File: src/rtl/oled_spi_receiver_pkg.sv
// Shared types and constants for the OLED SPI receive path.
package oled_spi_pkg;

  localparam int SPI_BITS = 8;

  typedef enum logic [1:0] {
    IDLE   = 2'd0,
    ACTIVE = 2'd1,
    END    = 2'd2
  } rx_state_t;

  typedef struct packed {
    logic [7:0] data;
    logic       dc;
    logic       first;
  } fifo_entry_t;

endpackage

File: src/rtl/oled_spi_receiver_fifo.sv
// Small synchronous FIFO; head entry is read straight from registered storage.
module oled_byte_fifo
  import oled_spi_pkg::*;
#(
  parameter int  DEPTH = 4,
  parameter type T     = fifo_entry_t
) (
  input  logic clk,
  input  logic rst_n,
  input  logic i_push,
  input  T     i_data,
  input  logic i_pop,
  output T     o_data,
  output logic o_full,
  output logic o_empty
);

  localparam int AW = $clog2(DEPTH);

  T               r_mem [DEPTH];
  logic [AW-1:0]  r_wr;
  logic [AW-1:0]  r_rd;
  logic [AW:0]    r_count;
  logic           w_do_push;
  logic           w_do_pop;

  assign o_full    = (r_count == (AW+1)'(DEPTH));
  assign o_empty   = (r_count == '0);
  assign o_data    = r_mem[r_rd];
  assign w_do_pop  = i_pop && !o_empty;
  // a pop in the same cycle frees the slot, so a full FIFO can still accept
  assign w_do_push = i_push && (!o_full || w_do_pop);

  // storage, pointers and occupancy
  always_ff @(posedge clk or negedge rst_n) begin
    if (!rst_n) begin
      for (int i = 0; i < DEPTH; i++) r_mem[i] <= '0;
      r_wr    <= '0;
      r_rd    <= '0;
      r_count <= '0;
    end else begin
      if (w_do_push) begin
        r_mem[r_wr] <= i_data;
        r_wr        <= r_wr + 1'b1;
      end
      if (w_do_pop) r_rd <= r_rd + 1'b1;
      if (w_do_push && !w_do_pop)      r_count <= r_count + 1'b1;
      else if (!w_do_push && w_do_pop) r_count <= r_count - 1'b1;
    end
  end

endmodule

File: src/rtl/oled_spi_receiver.sv
// SPI mode-0 slave deserializer for the OLED command link.
//
// state  | meaning
// IDLE   | waiting for a cs_n high-to-low transition
// ACTIVE | frame open, shifting bits on sclk rising edges
// END    | one cycle: report frame, flag partial byte
module oled_spi_receiver
  import oled_spi_pkg::*;
#(
  parameter int FIFO_DEPTH  = 4,
  parameter int SYNC_STAGES = 2
) (
  input  logic       clk,
  input  logic       rst_n,
  input  logic       sclk,
  input  logic       sdi,
  input  logic       cs_n,
  input  logic       dc,
  output logic [7:0] m_data,
  output logic       m_dc,
  output logic       m_first,
  output logic       m_valid,
  input  logic       m_ready,
  output logic       frame_done,
  output logic [7:0] frame_bytes,
  output logic       frame_err,
  output logic       overflow,
  input  logic       clr_err,
  output logic       busy
);

  logic [SYNC_STAGES-1:0] r_sclk_sync, r_sdi_sync, r_cs_sync, r_dc_sync;
  logic        r_sclk_hist, r_cs_hist;
  rx_state_t   r_state;
  logic [7:0]  r_shreg;
  logic [2:0]  r_bitcnt;
  logic [7:0]  r_byte_cnt;
  logic        r_first;
  logic        r_frame_done;
  logic [7:0]  r_frame_bytes;
  logic        r_frame_err;
  logic        r_overflow;

  logic        w_sclk_s, w_sdi_s, w_cs_s, w_dc_s;
  logic        w_sclk_rise, w_cs_fall, w_cs_rise;
  logic        w_shift, w_byte_done, w_pop, w_drop, w_full, w_empty;
  fifo_entry_t w_push_data, w_head;

  assign w_sclk_s    = r_sclk_sync[SYNC_STAGES-1];
  assign w_sdi_s     = r_sdi_sync[SYNC_STAGES-1];
  assign w_cs_s      = r_cs_sync[SYNC_STAGES-1];
  assign w_dc_s      = r_dc_sync[SYNC_STAGES-1];
  assign w_sclk_rise = w_sclk_s && !r_sclk_hist;
  assign w_cs_fall   = !w_cs_s && r_cs_hist;
  assign w_cs_rise   = w_cs_s && !r_cs_hist;

  // a cs_n rise wins over an sclk edge in the same cycle
  assign w_shift     = (r_state == ACTIVE) && !w_cs_rise && !w_cs_s && w_sclk_rise;
  assign w_byte_done = w_shift && (r_bitcnt == 3'(SPI_BITS - 1));
  assign w_push_data = '{data: {r_shreg[6:0], w_sdi_s}, dc: w_dc_s, first: r_first};
  assign w_pop       = !w_empty && m_ready;
  assign w_drop      = w_byte_done && w_full && !w_pop;

  // synchronizers reset low, so cs_n already low at reset release is not an edge
  always_ff @(posedge clk or negedge rst_n) begin
    if (!rst_n) begin
      r_sclk_sync <= '0;
      r_sdi_sync  <= '0;
      r_cs_sync   <= '0;
      r_dc_sync   <= '0;
      r_sclk_hist <= 1'b0;
      r_cs_hist   <= 1'b0;
    end else begin
      r_sclk_sync <= {r_sclk_sync[SYNC_STAGES-2:0], sclk};
      r_sdi_sync  <= {r_sdi_sync[SYNC_STAGES-2:0], sdi};
      r_cs_sync   <= {r_cs_sync[SYNC_STAGES-2:0], cs_n};
      r_dc_sync   <= {r_dc_sync[SYNC_STAGES-2:0], dc};
      r_sclk_hist <= w_sclk_s;
      r_cs_hist   <= w_cs_s;
    end
  end

  // frame state machine and byte assembly
  always_ff @(posedge clk or negedge rst_n) begin
    if (!rst_n) begin
      r_state    <= IDLE;
      r_shreg    <= '0;
      r_bitcnt   <= '0;
      r_byte_cnt <= '0;
      r_first    <= 1'b0;
    end else begin
      unique case (r_state)
        IDLE: begin
          if (w_cs_fall) begin
            r_shreg    <= '0;
            r_bitcnt   <= '0;
            r_byte_cnt <= '0;
            r_first    <= 1'b1;
            r_state    <= ACTIVE;
          end
        end
        ACTIVE: begin
          if (w_cs_rise) begin
            r_state <= END;
          end else if (w_shift) begin
            r_shreg  <= {r_shreg[6:0], w_sdi_s};
            r_bitcnt <= r_bitcnt + 3'd1;
            if (w_byte_done) begin
              r_first <= 1'b0;
              if (r_byte_cnt != 8'hFF) r_byte_cnt <= r_byte_cnt + 8'd1;
            end
          end
        end
        END:     r_state <= IDLE;
        default: r_state <= IDLE;
      endcase
    end
  end

  // frame report, loaded once per frame
  always_ff @(posedge clk or negedge rst_n) begin
    if (!rst_n) begin
      r_frame_done  <= 1'b0;
      r_frame_bytes <= '0;
    end else begin
      r_frame_done <= (r_state == END);
      if (r_state == END) r_frame_bytes <= r_byte_cnt;
    end
  end

  // sticky error flags; a new error beats clr_err in the same cycle
  always_ff @(posedge clk or negedge rst_n) begin
    if (!rst_n) begin
      r_frame_err <= 1'b0;
      r_overflow  <= 1'b0;
    end else begin
      if ((r_state == END) && (r_bitcnt != 3'd0)) r_frame_err <= 1'b1;
      else if (clr_err)                           r_frame_err <= 1'b0;
      if (w_drop)       r_overflow <= 1'b1;
      else if (clr_err) r_overflow <= 1'b0;
    end
  end

  oled_byte_fifo #(
    .DEPTH (FIFO_DEPTH),
    .T     (fifo_entry_t)
  ) u_fifo (
    .clk     (clk),
    .rst_n   (rst_n),
    .i_push  (w_byte_done),
    .i_data  (w_push_data),
    .i_pop   (w_pop),
    .o_data  (w_head),
    .o_full  (w_full),
    .o_empty (w_empty)
  );

  assign m_data      = w_head.data;
  assign m_dc        = w_head.dc;
  assign m_first     = w_head.first;
  assign m_valid     = !w_empty;
  assign frame_done  = r_frame_done;
  assign frame_bytes = r_frame_bytes;
  assign frame_err   = r_frame_err;
  assign overflow    = r_overflow;
  assign busy        = (r_state == ACTIVE);

endmodule

File: config.mk
export PLATFORM = sky130hd
export DESIGN_NAME = oled_spi_receiver
export DESIGN_NICKNAME = d
export VERILOG_FILES = /design/src/rtl/oled_spi_receiver_pkg.sv /design/src/rtl/oled_spi_receiver_fifo.sv /design/src/rtl/oled_spi_receiver.sv
export SDC_FILE = /design/constraint.sdc
export NUM_CORES = 1
export LEC_CHECK = 0
export ABC_CLOCK_PERIOD_IN_PS = 7000
export BUFFER_PORTS_ARGS = -buffer_cell sky130_fd_sc_hd__buf_2
export CAP_MARGIN = 25
export CORE_UTILIZATION = 25
export CTS_BUF_LIST = sky130_fd_sc_hd__clkbuf_4
export CTS_CLUSTER_DIAMETER = 40
export DETAILED_ROUTE_END_ITERATION = 10
export PLACE_DENSITY_LB_ADDON = 0.08
export SYNTH_ARGS = -nofsm -noshare
export SYNTH_HDL_FRONTEND = slang
export SYNTH_SLANG_ARGS = --single-unit
File: constraint.sdc
create_clock -name clk -period 7 [get_ports clk]
set_input_delay 1.05 -clock clk [delete_from_list [all_inputs] [get_ports clk]]
set_output_delay 1.05 -clock clk [all_outputs]
set_load 0.1 [all_outputs]
==> metrics <==
status finished clean; first-pass GRT wire length around 13000 um; Final ANT Viol Nets 0; wire per inst 15.9 um; r2r worst-path depth 10; Reg clk slew, reported paths 0.14 ns; Clock Tree Root clkbuf_4; DRC 0; post-CTS setup buffer count 0; Post-synth ARST share 100%; Startpoint Class flop; H-tree level count 3; WL met2 approximately 3900 um; CTS Buf Count 9; most common flop cell mapped by yosys dfrtp_1; Vias 2225; antenna violations before repair 1; final net count approximately 330; Vias/cell 4.41; WHS Endpoint r_sclk_sync[1]$_DFF_PN0_; share of layout cells above drive strength 1 36.2%; RR Startpoint r_bitcnt[0]$_DFFE_PN0P_; gr usage total between 10% and 20%; max-slew violation count 0; max_slew headroom 45.7%; post-synthesis sequential area ratio 57.5%; die width roughly 130 um; mapped cell area 0.00387 mm^2; Clock Skew 0.0171 ns; Final min period 3.34 ns; clock latency on the worst-skew pair 0.46 ns; post-synth top area share 57.5%; pwr dens 252 mW/mm^2; Multi-input gate area 0.00158 mm^2; post-synthesis average cell area around 14 um^2; CP endpoint kind output pin; max-cap violation count 0; vias in the first global route 2344; Fmax 0.299 GHz; io pins 31; RSZ-0062 raised after global routing false; met3 WL 255 um; Hold Path Depth 0; post-CTS sizing 0; final hold violations 0; final wirelength ~8000 um; Crit Reg-Reg Endpoint u_fifo.r_count[2]$_DFFE_PN0P_; number of fill cells approximately 1600; setup_tns 0 ns; min-delay src r_sclk_sync[0]$_DFF_PN0_; WS Path Type flop to output pin; Peak VDD IR 0.0000929 V; Cell variety after synth 43; die extent in y 126 um; Die ar. roughly 0.016 mm^2; largest net degree at the start of global routing between 50 and 60; drt first pass iters 4; CTS tree done; post-synthesis cell count 275; synth-to-layout area growth 14.6%; measured slew at the worst slew-check pin around 0.8 ns; Cell Area, Placed 0.00425 mm^2; IO Port Bufs 30; setup violators final 0; Final HPWL DP 5170 um; uppermost layer routed met4; reg2reg setup slack 4.14 ns; CORE AREA between 0.015 and 0.02 mm^2; WP data required 5.95 ns; clock sinks 89; total grt overflow 0; HP Class flop to flop; total power 0.00112 W; worst setup margin approximately 3.7 ns; crit path DAT roughly 2.3 ns; commonest cells in the netlist dfrtp_1, mux2_2, nand2_1; P_leak 2.17 nW; RePlAce Congestion 0.691; dpl ws 3.85 ns; Hold-fix buffers, CTS 0; post-synthesis register bit count a little under 90; crit path max fanout 12; post-synth net total 293; most common cell in the synthesized netlist dfrtp_1; Final Cell Area between 0.004 and 0.005 mm^2; clock buffer depth 2; Layout Utilization 29.3%; Synth area leader dfrtp_1; Synth warnings 0; Area contributors post-synth dfrtp_1, mux2_2, mux4_2, mux2_4, ha_1; Starting Density between 20% and 30%; Met1 Wirelength 3760 um; DRT iter0 DRCs 72; # rows 45; EDFF count, synth 0; Final Cycle Share 47.8%; Register Area approximately 0.0022 mm^2
[report_power, final]
part / total, W / internal (W) / switching [W] / leakage, nW
combinational: 0.000137 / 0.0000603 / 0.0000771 / 0.869
sequential: 0.000599 / 0.000539 / 0.0000598 / 1.20
clock: 0.000382 / 0.000185 / 0.000196 / 0.103
[layout by cell type, fill, tap and decap left out, types with 2 or more instances in the layout]
master and n:
bufinv_16 3, a21oi_1 5, xor2_1 2, clkbuf_4 9, buf_4 3, and3_1 2, xnor2_1 4, nand3_1 5
ha_1 9, nand2_1 24, o21ai_1 5, or3_1 2, o31ai_1 4, a41oi_1 2, o21ai_0 9, mux2_2 38
inv_1 10, nor2b_1 3, a31oi_1 4, mux2_4 10, nand2_4 4, dfrtp_1 89, buf_2 29, nor2_1 5
inv_6 2, mux2i_1 2, mux4_2 10, nand2b_1 2
[logic make-up (layout without fill, tap and decap cells)]
| family | after synthesis | in the layout | synth area share, % |
|---|---|---|---|
| compound gates | 35 | 35 | 5.56 |
| buf+inv | 18 | 58 | 2.00 |
| flops | 89 | 89 | 57.5 |
| fa+ha+maj | 10 | 10 | 3.42 |
| xor+xnor | 6 | 6 | 1.36 |
| mux | 60 | 60 | 21.3 |
| other cells | 0 | 1 | 0 |
| simple gates | 57 | 57 | 8.91 |
[worst max path at each step]
stage / startpoint / end / slack, ns
after floorplan: m_ready / u_fifo.r_count[2]$_DFFE_PN0P_ / 4.17
after global placement: m_ready / u_fifo.r_count[2]$_DFFE_PN0P_ / 3.95
after detailed placement: m_ready / u_fifo.r_count[1]$_DFFE_PN0P_ / 3.85
after CTS: u_fifo.r_rd[0]$_DFFE_PN0P_ / m_first / 3.49
after global routing: u_fifo.r_rd[0]$_DFFE_PN0P_ / m_first / 3.46
final: u_fifo.r_rd[0]$_DFFE_PN0P_ / m_first / 3.66
[routing by layer]
metal | track usage [%] | up-vias
met4 | 4.68 | 0
met1 | 13.8 | 1129
li1 | - | 1058
met5 | 0 | -
met2 | 18.5 | 28
met3 | 3.25 | 10
[area by class of cell]
type                            count  area share (%)
Antenna cell                        1          0.0564
Clock buffer                        9            1.52
Clock inverter                      7            2.79
Inverter                           10           0.846
Multi-Input combinational cell    168            35.5
Sequential cell                    89            50.2
Tap cell                          188            5.30
Timing Repair Buffer               32            3.78
[state kept, by name, summed over array words and instances (netlist names), 2 cells and up]
signal,count
r_sdi_sync,2
u_fifo.r_rd,2
u_fifo.r_wr,2
r_bitcnt,3
r_dc_sync,2
r_cs_sync,2
frame_bytes,8
u_fifo.r_count,3
u_fifo.r_mem,40
r_shreg,7
r_state,2
r_byte_cnt,8
r_sclk_sync,2
[critical path: stages, from the launching register on]
cell     delay [ns]
dfrtp_1        0.90
mux4_2         0.63
buf_2          0.32
[stage by stage]
step | cells | hold slack [ns]
after floorplan | 275 | 0.331
after global placement | 487 | 0.333
after detailed placement | 487 | 0.336
after CTS | 503 | 0.368
after global routing | 504 | 0.379
final | 504 | 0.367
No activity file was read; power rests on OpenSTA's default activity.
